`config.mk`:
```
export PLATFORM = sky130hd
export DESIGN_NAME = barrel_shifter_pipe
export DESIGN_NICKNAME = d
export VERILOG_FILES = /design/src/rtl/barrel_pkg.sv /design/src/rtl/shift_stage.sv /design/src/rtl/barrel_shifter_pipe.sv
export SDC_FILE = /design/constraint.sdc
export NUM_CORES = 1
export LEC_CHECK = 0
export BUFFER_PORTS_ARGS = -buffer_cell sky130_fd_sc_hd__buf_2
export CORE_ASPECT_RATIO = 0.75
export CORE_MARGIN = 8
export CORE_UTILIZATION = 35
export DETAILED_ROUTE_END_ITERATION = 8
export GPL_TIMING_DRIVEN = 0
export REMOVE_ABC_BUFFERS = 1
export SETUP_SLACK_MARGIN = 0.1
export SYNTH_ARGS = -nofsm -noshare
export SYNTH_HDL_FRONTEND = slang
export SYNTH_SLANG_ARGS = --single-unit
export TNS_END_PERCENT = 100
```
`constraint.sdc`:
```
create_clock -name clk -period 3.1 [get_ports clk]
set_input_delay 0.155 -clock clk [delete_from_list [all_inputs] [get_ports clk]]
set_output_delay 0.155 -clock clk [all_outputs]
set_load 0.05 [all_outputs]
```
`src/rtl/barrel_pkg.sv`:
```
// Shared constants for the pipelined barrel shifter: operation mode encodings.
package barrel_pkg;

  localparam logic [1:0] MODE_ROR = 2'b00;
  localparam logic [1:0] MODE_ROL = 2'b01;
  localparam logic [1:0] MODE_SRL = 2'b10;
  localparam logic [1:0] MODE_SRA = 2'b11;

endpackage

```
`src/rtl/shift_stage.sv`:
```
// One barrel-shifter pipeline stage: optional shift/rotate by 2^STAGE followed by
// the stage register carrying valid, amount, mode, original sign and a zero flag.
module shift_stage
  import barrel_pkg::*;
#(
  parameter int WIDTH = 8,
  parameter int STAGE = 0,
  localparam int SHW = $clog2(WIDTH)
) (
  input  logic             clk,
  input  logic             rst_n,
  input  logic             en,
  input  logic             valid_i,
  input  logic [WIDTH-1:0] data_i,
  input  logic [SHW-1:0]   amt_i,
  input  logic [1:0]       mode_i,
  input  logic             sign_i,
  output logic             valid_o,
  output logic [WIDTH-1:0] data_o,
  output logic [SHW-1:0]   amt_o,
  output logic [1:0]       mode_o,
  output logic             sign_o,
  output logic             zero_o
);

  localparam int SH = 1 << STAGE;

  logic             valid_d, valid_q;
  logic [WIDTH-1:0] data_d, data_q;
  logic [SHW-1:0]   amt_d, amt_q;
  logic [1:0]       mode_d, mode_q;
  logic             sign_d, sign_q;
  logic             zero_d, zero_q;

  always_comb begin
    data_d  = data_i;
    valid_d = valid_i;
    amt_d   = amt_i;
    mode_d  = mode_i;
    sign_d  = sign_i;
    if (amt_i[STAGE]) begin
      case (mode_i)
        MODE_ROR: data_d = (data_i >> SH) | (data_i << (WIDTH - SH));
        MODE_ROL: data_d = (data_i << SH) | (data_i >> (WIDTH - SH));
        MODE_SRL: data_d = data_i >> SH;
        // SRA fills from the sign of the original operand, carried alongside
        default:  data_d = (data_i >> SH) | (sign_i ? ~({WIDTH{1'b1}} >> SH) : '0);
      endcase
    end
    zero_d = (data_d == '0);
  end

  always_ff @(posedge clk or negedge rst_n) begin
    if (!rst_n) begin
      valid_q <= 1'b0;
      data_q  <= '0;
      amt_q   <= '0;
      mode_q  <= '0;
      sign_q  <= 1'b0;
      zero_q  <= 1'b0;
    end else if (en) begin
      valid_q <= valid_d;
      data_q  <= data_d;
      amt_q   <= amt_d;
      mode_q  <= mode_d;
      sign_q  <= sign_d;
      zero_q  <= zero_d;
    end
  end

  assign valid_o = valid_q;
  assign data_o  = data_q;
  assign amt_o   = amt_q;
  assign mode_o  = mode_q;
  assign sign_o  = sign_q;
  assign zero_o  = zero_q;

endmodule

```
`src/rtl/barrel_shifter_pipe.sv`:
```
// Pipelined barrel shifter/rotator: log2(WIDTH) stages sharing one enable so the
// whole pipe advances or holds together under output backpressure.
module barrel_shifter_pipe
  import barrel_pkg::*;
#(
  parameter int WIDTH = 8,
  localparam int SHW = $clog2(WIDTH)
) (
  input  logic             clk,
  input  logic             rst_n,
  input  logic             in_valid,
  output logic             in_ready,
  input  logic [WIDTH-1:0] in_data,
  input  logic [SHW-1:0]   in_amt,
  input  logic [1:0]       in_mode,
  output logic             out_valid,
  input  logic             out_ready,
  output logic [WIDTH-1:0] out_data,
  output logic             out_zero
);

  logic             adv;
  logic             v_s    [SHW+1];
  logic [WIDTH-1:0] d_s    [SHW+1];
  logic [SHW-1:0]   amt_s  [SHW+1];
  logic [1:0]       mode_s [SHW+1];
  logic             sign_s [SHW+1];
  logic [SHW-1:0]   zero_v;
  logic             unused_tail;

  assign adv       = !out_valid || out_ready;
  assign in_ready  = adv;

  assign v_s[0]    = in_valid;
  assign d_s[0]    = in_data;
  assign amt_s[0]  = in_amt;
  assign mode_s[0] = in_mode;
  assign sign_s[0] = in_data[WIDTH-1];

  for (genvar k = 0; k < SHW; k++) begin : g_stage
    shift_stage #(.WIDTH(WIDTH), .STAGE(k)) u_stage (
      .clk     (clk),
      .rst_n   (rst_n),
      .en      (adv),
      .valid_i (v_s[k]),
      .data_i  (d_s[k]),
      .amt_i   (amt_s[k]),
      .mode_i  (mode_s[k]),
      .sign_i  (sign_s[k]),
      .valid_o (v_s[k+1]),
      .data_o  (d_s[k+1]),
      .amt_o   (amt_s[k+1]),
      .mode_o  (mode_s[k+1]),
      .sign_o  (sign_s[k+1]),
      .zero_o  (zero_v[k])
    );
  end

  assign out_valid = v_s[SHW];
  assign out_data  = d_s[SHW];
  assign out_zero  = zero_v[SHW-1];

  // Sideband leaving the last stage and the intermediate zero flags have no consumer
  assign unused_tail = ^{amt_s[SHW], mode_s[SHW], sign_s[SHW], zero_v};

endmodule

```
Yosys cells after proc, flatten, opt, wreduce, memory -nomap -nowiden
Cells that the tools add are included.
Cells by class
  multipliers: 0
  reduce and logical (&&, ||, !) cells: 7
  bitwise logic cells: 8
  order comparisons: 0
  eq/ne operators: 6
  muxes and demuxes: 9
  shifts and indexed selects: 0
  add/sub/neg operators: 0
  divide/modulo/power cells: 0
Operators with widths (number)
  2-to-1 mux 8 bit: 6
  case mux 8 bit (3 select lines): 2
  OR 4 x 8 -> 8 bit: 2
  OR 6 x 8 -> 8 bit: 2
  OR 7 x 8 -> 8 bit: 2
  case mux 8 bit (2 select lines): 1
  logical NOT 8 bit: 1
  OR 8 x 1 -> 8 bit: 1
  OR 8 x 2 -> 8 bit: 1
  == test 2 x 1 -> 1 bit (second input constant): 3
  == test 2 bit (second input constant): 3
  logical NOT 2 bit: 3
  OR reduction 2 bit: 1
  logical NOT 1 bit: 1
  logical OR 1 bit: 1
Word-level totals
  memories: 0
  bits in read-only memories: 0
  bits of input ports: 17
  bits in writable memories: 0
  register bits: 40
  output and inout bits: 11
  bits in latches: 0

Depth between registers and ports, before layout
  word-level depth: 5
  gate-level depth with buffers: 6

Modules after synthesis
A second synthesis with hierarchy kept.
Second synthesis, totals
  cell total of the unflattened synthesis: 214
  area, all modules: 2507.4 um^2
Modules (own cells, without submodules)
  shift_stage at g_stage[1].u_stage: seq. area each 400.4 um^2, area each 890.9 um^2, times used 1, cells an instance 73
  shift_stage at g_stage[0].u_stage: seq. area each 400.4 um^2, area each 869.6 um^2, times used 1, cells an instance 78
  shift_stage at g_stage[2].u_stage: seq. area each 400.4 um^2, area each 740.7 um^2, times used 1, cells an instance 62
  barrel_shifter_pipe: seq. area each 0.0 um^2, area each 6.3 um^2, times used 1, cells an instance 1

Least setup slack after synthesis
OpenSTA, ideal clock, no wires.
  path kind: register to register
  start: register g_stage[2].u_stage.valid_q
  end: register g_stage[0].u_stage.data_q[7]
  cell stages (with the launch flop): 6
  arrival: 1456 ps
  setup slack: 1504 ps
  library setup time: 140 ps
  cells stage by stage: dfrtp_1 -> nor2b_1 -> buf_2 -> inv_2 -> buf_2 -> a21oi_1
On the way
  word-level cells in the longest chain between the ends: 2
Ends and longest elaborated chain
  from (decl): RTL line shift_stage.sv:28  | logic valid_d, valid_q;
  from (signal assigned): RTL line shift_stage.sv:62  | valid_q <= valid_d;
  logical NOT 1 bit: RTL line barrel_shifter_pipe.sv:31  | assign adv = !out_valid || out_ready;
  logical OR 1 bit: RTL line barrel_shifter_pipe.sv:31
  net in_ready: RTL line barrel_shifter_pipe.sv:12  | output logic in_ready,
  to (signal assigned): RTL line shift_stage.sv:63  | data_q <= data_d;
  to (decl): RTL line shift_stage.sv:29  | logic [WIDTH-1:0] data_d, data_q;
The timed path passes the listed nets, and every way through them passes these cells.
A chain may end at the register's enable or synchronous reset.

Worst setup path in the final report
  start: register g_stage[2].u_stage.valid_q
  end: output port in_ready
On the way
  word-level cells in the longest chain between the ends: 2
Ends and longest elaborated chain (RTL line)
  logical NOT 1 bit: barrel_shifter_pipe.sv:31
  logical OR 1 bit: barrel_shifter_pipe.sv:31
  to (decl): barrel_shifter_pipe.sv:12
No other way between the ends.

==> out/summary.txt <==
CRITICAL PATH
-----------------------------------------------------------------------
CP arrival                                                      1.83 ns
Setup Crit Path Kind                                       register to output port
Worst-case register-to-register setup slack                     1.36 ns
CP endpoint kind                                            output port
Startpoint Class                                               register
Required time worst endpoint                                    2.94 ns
Sequence of cells on the critical path                     nor2b_4 -> buf_16 -> inv_2 -> buf_2
Worst-path cell with the longest stage delay                    nor2b_4
Crit Path Max Fanout                                                 31
Peak per-stage delay on the critical path                       0.53 ns

CLOCKING
-----------------------------------------------------------------------
Clk pin slew, worst setup/hold paths                            0.07 ns
Bufs on Longest Clock Path                                            2
Clock tree from TritonCTS                                         built
Insertion delay to the later sink of the worst-skew pair        0.29 ns
Cts bufs inserted                                                     5
Number of levels the H-tree was split into                            2
Root buffer cell                                               clkbuf_8
Number of clock sinks seen by CTS                                    37

PWR
-----------------------------------------------------------------------
Switching portion of total power                                 41.96%
Static leakage                                                 1.040 nW
Ratio of total power to cell area                          921.0 mW/mm2
Sequential Power Share                                            42.3%
Switching power                                                839.8 uW
Internal power summed over all cells                           1.162 mW
Maximum ir drop on the vdd rail                             0.0002053 V
Fraction of power consumed by the clock network                   18.4%
Post-layout power                                              2.002 mW
Share of total power in combinational logic                       39.3%

STA
-----------------------------------------------------------------------
RSZ-0062 raised after global routing                              false
Total setup violations reported at the end of the flow                0
Final min period                                               1.988 ns
Actual slew at the worst max-slew pin                         0.7934 ns
Worst clock skew                                            0.007039 ns
Crit share post-route                                            64.14%
Final hold vios                                                       0
Highest clock frequency the design can meet                   502.9 MHz
Number of slew-limit violations in the final report                   0
Slew margin rel.                                                 47.11%

GRT
-----------------------------------------------------------------------
Gr usage total                                                   10.29%
Total gr overflow                                                     0
Number of global-route vias before repair                         1,375
First-pass GRT wire length                                      6644 um
Initial antenna violation count                                       0
Pin count of the biggest net entering global routing                 38

ROUTING
-----------------------------------------------------------------------
DRC                                                                   0
Post-detailed-route wirelength per cell                        12.68 um
Vias post-DR                                                      1,386
ANT nets after route                                                  0
Post-Route WL                                                   3752 um
1st-iter DRT viols                                                   71
First-pass iteration count of the detailed router                     6
Vias per inst                                                     4.682

LAYOUT
-----------------------------------------------------------------------
Highest-count cells in the layout ignoring fill and taps   45 x nand2_1, 37 x dfrtp_1, 27 x buf_2, 20 x mux2i_1, 17 x nor2_1
Design area                                                0.002173 mm2
Ant. Diodes                                                           0
Leading cell type in the layout, fill and taps excluded         nand2_1
P&R area growth vs syn                                           12.72%
Total Nets Final                                                    237
Fraction of layout cells with a size suffix above 1              18.10%
Utilization of the core after routing                            40.82%

PLACEMENT
-----------------------------------------------------------------------
Gp weighted congestion                                           0.7112
Cell area reported after detailed placement                0.002062 mm2
Number of input and output port buffers inserted                     27
Final HPWL DP                                                   2758 um

FLOORPLANNING
-----------------------------------------------------------------------
Number of core rows                                                  23
Initial core utilization                                         36.22%
Vert. Die Dim                                                  80.28 um
Top-Level Pins                                                       28
Horiz. Die Dim                                                 101.7 um
Std-Cell Core Area                                         0.005324 mm2
DIE AREA                                                   0.008164 mm2

LOGIC SYNTHESIS
-----------------------------------------------------------------------
Mean post-synth cell area                                     9.360 um2
Post-Synthesis Cells                                                206
Seq cells post-synth                                                 37
Distinct cell type count of the synthesized netlist                  27
Yosys Warn Count                                                      0
Share of the yosys chip area belonging to registers              48.02%
Netlist area before placement                              0.001928 mm2

FLOW RUN
-----------------------------------------------------------------------
Number of max-cap violations                                          0

OUTCOME
-----------------------------------------------------------------------
Outcome                                                       completed

WORST HOLD PATH
-----------------------------------------------------------------------
Min-Delay Path Class                                       input pin to register

-- timing repair --
item | CTS | global route
resized for setup | 0 | 0
setup buffers | 0 | 0
hold buffers | 1 | 0
endpoints found under the hold margin | 37 | 0
-- synthesized netlist by cell type --
| cell | instances | area (um2) |
|---|---|---|
| a31o_2 | 1 | 8.760 |
| or2_2 | 1 | 6.260 |
| dfrtp_1 | 37 | 925.9 |
| mux2_1 | 2 | 22.52 |
| nand2_1 | 45 | 168.9 |
| a211o_1 | 1 | 8.760 |
| nand3_1 | 4 | 20.02 |
| or4_1 | 1 | 7.510 |
| o21ai_0 | 7 | 35.03 |
| nand2b_1 | 5 | 31.28 |
| clkbuf_1 | 6 | 22.52 |
| buf_2 | 2 | 10.01 |
| a21o_1 | 13 | 97.59 |
| a21oi_1 | 2 | 10.01 |
| buf_4 | 12 | 90.09 |
| a211oi_1 | 13 | 97.59 |
| buf_1 | 2 | 7.510 |
| nor3b_1 | 1 | 7.510 |
| inv_2 | 1 | 3.750 |
| o211ai_1 | 2 | 15.01 |
| or4b_1 | 1 | 10.01 |
| nor2_1 | 17 | 63.81 |
| a31oi_1 | 2 | 12.51 |
| mux2i_1 | 20 | 200.2 |
| o22ai_1 | 1 | 6.260 |
| o21ai_1 | 4 | 20.02 |
| nor2b_1 | 3 | 18.77 |
-- stage by stage --
stage / worst slack [ns] / TNS, ns / hold slack, ns / instances
final: 1.112 / 0 / 0.05887 / 296
after global routing: 0.9380 / 0 / 0.06515 / 296
after CTS: 1.072 / 0 / 0.05192 / 296
after detailed placement: 1.346 / 0 / 0.2963 / 287
after global placement: -1.305 / -26.96 / 0.2943 / 286
after floorplan: -0.6953 / -7.988 / -0.1406 / 184
-- worst paths after layout --
kind	startpoint	endpoint	cells past startpoint
max	g_stage[2].u_stage.valid_o$_DFFE_PN0P_	in_ready	4
max reg2reg	g_stage[2].u_stage.valid_o$_DFFE_PN0P_	g_stage[2].u_stage.data_o[5]$_DFFE_PN0P_	4
min in group asynchronous	rst_n	g_stage[2].u_stage.data_o[7]$_DFFE_PN0P_	2
min reg2reg	g_stage[1].u_stage.valid_o$_DFFE_PN0P_	g_stage[1].u_stage.valid_o$_DFFE_PN0P_	2
min	in_valid	g_stage[0].u_stage.valid_o$_DFFE_PN0P_	3
max in group asynchronous	rst_n	g_stage[0].u_stage.data_o[1]$_DFFE_PN0P_	2
-- cell type report --
| class | instances | area [um2] |
|---|---|---|
| well taps | 75 | 93.84 |
| clock buffers | 7 | 96.34 |
| clock inverters | 1 | 5.005 |
| inverters | 1 | 3.754 |
| flip-flops and latches | 37 | 925.9 |
| fillers | 548 | 3151 |
| repair buffers | 29 | 172.7 |
| multi-input cells | 146 | 875.8 |
-- flip-flops by register name, summed over array words and instances (netlist names) --
| register | cells |
|---|---|
| g_stage.u_stage.mode_o | 4 |
| g_stage.u_stage.amt_o | 3 |
| g_stage.u_stage.valid_o | 3 |
| g_stage.u_stage.sign_o | 2 |
| g_stage.u_stage.data_o | 24 |
| g_stage.u_stage.zero_o | 1 |
-- power by group through the flow --
stage | Combinational [mW] | Clock (mW) | Sequential [mW]
5_1_grt | 0.874 | 0.403 | 0.885
6_report | 0.786 | 0.368 | 0.847
3_5_place_dp | 0.798 | 0 | 0.860
3_3_place_gp | 0.775 | 0 | 0.853
2_1_floorplan | 0.404 | 0 | 1.02
4_1_cts | 0.800 | 0.383 | 0.849
-- worst max-delay path, delay by kind of cell (launching register included) --
kind,cells,cell delay (ns)
buffers and inverters,3,0.66
and+or+nand+nor,1,0.53
DFF,1,0.34
-- cell families (layout without fill, tap and decap cells) --
logic type | after synthesis | count (layout) | synth area share, %
AOI/OAI and AO/OA | 46 | 46 | 16.16
buffers and inverters | 23 | 38 | 6.944
DFF | 37 | 37 | 48.02
muxes | 22 | 22 | 11.55
and+or+nand+nor | 78 | 78 | 17.33
-- per-layer routing --
layer | wire length [um] | part of all wire [%] | global-route usage [%]
met2 | 1503 | 40 | 14.40
met3 | 247 | 6.6 | 3.368
met4 | 57 | 1.5 | 4.444
met5 | 0 | 0 | 0
met1 | 1942 | 52 | 14.06
Power figures use the tool's default switching activity.
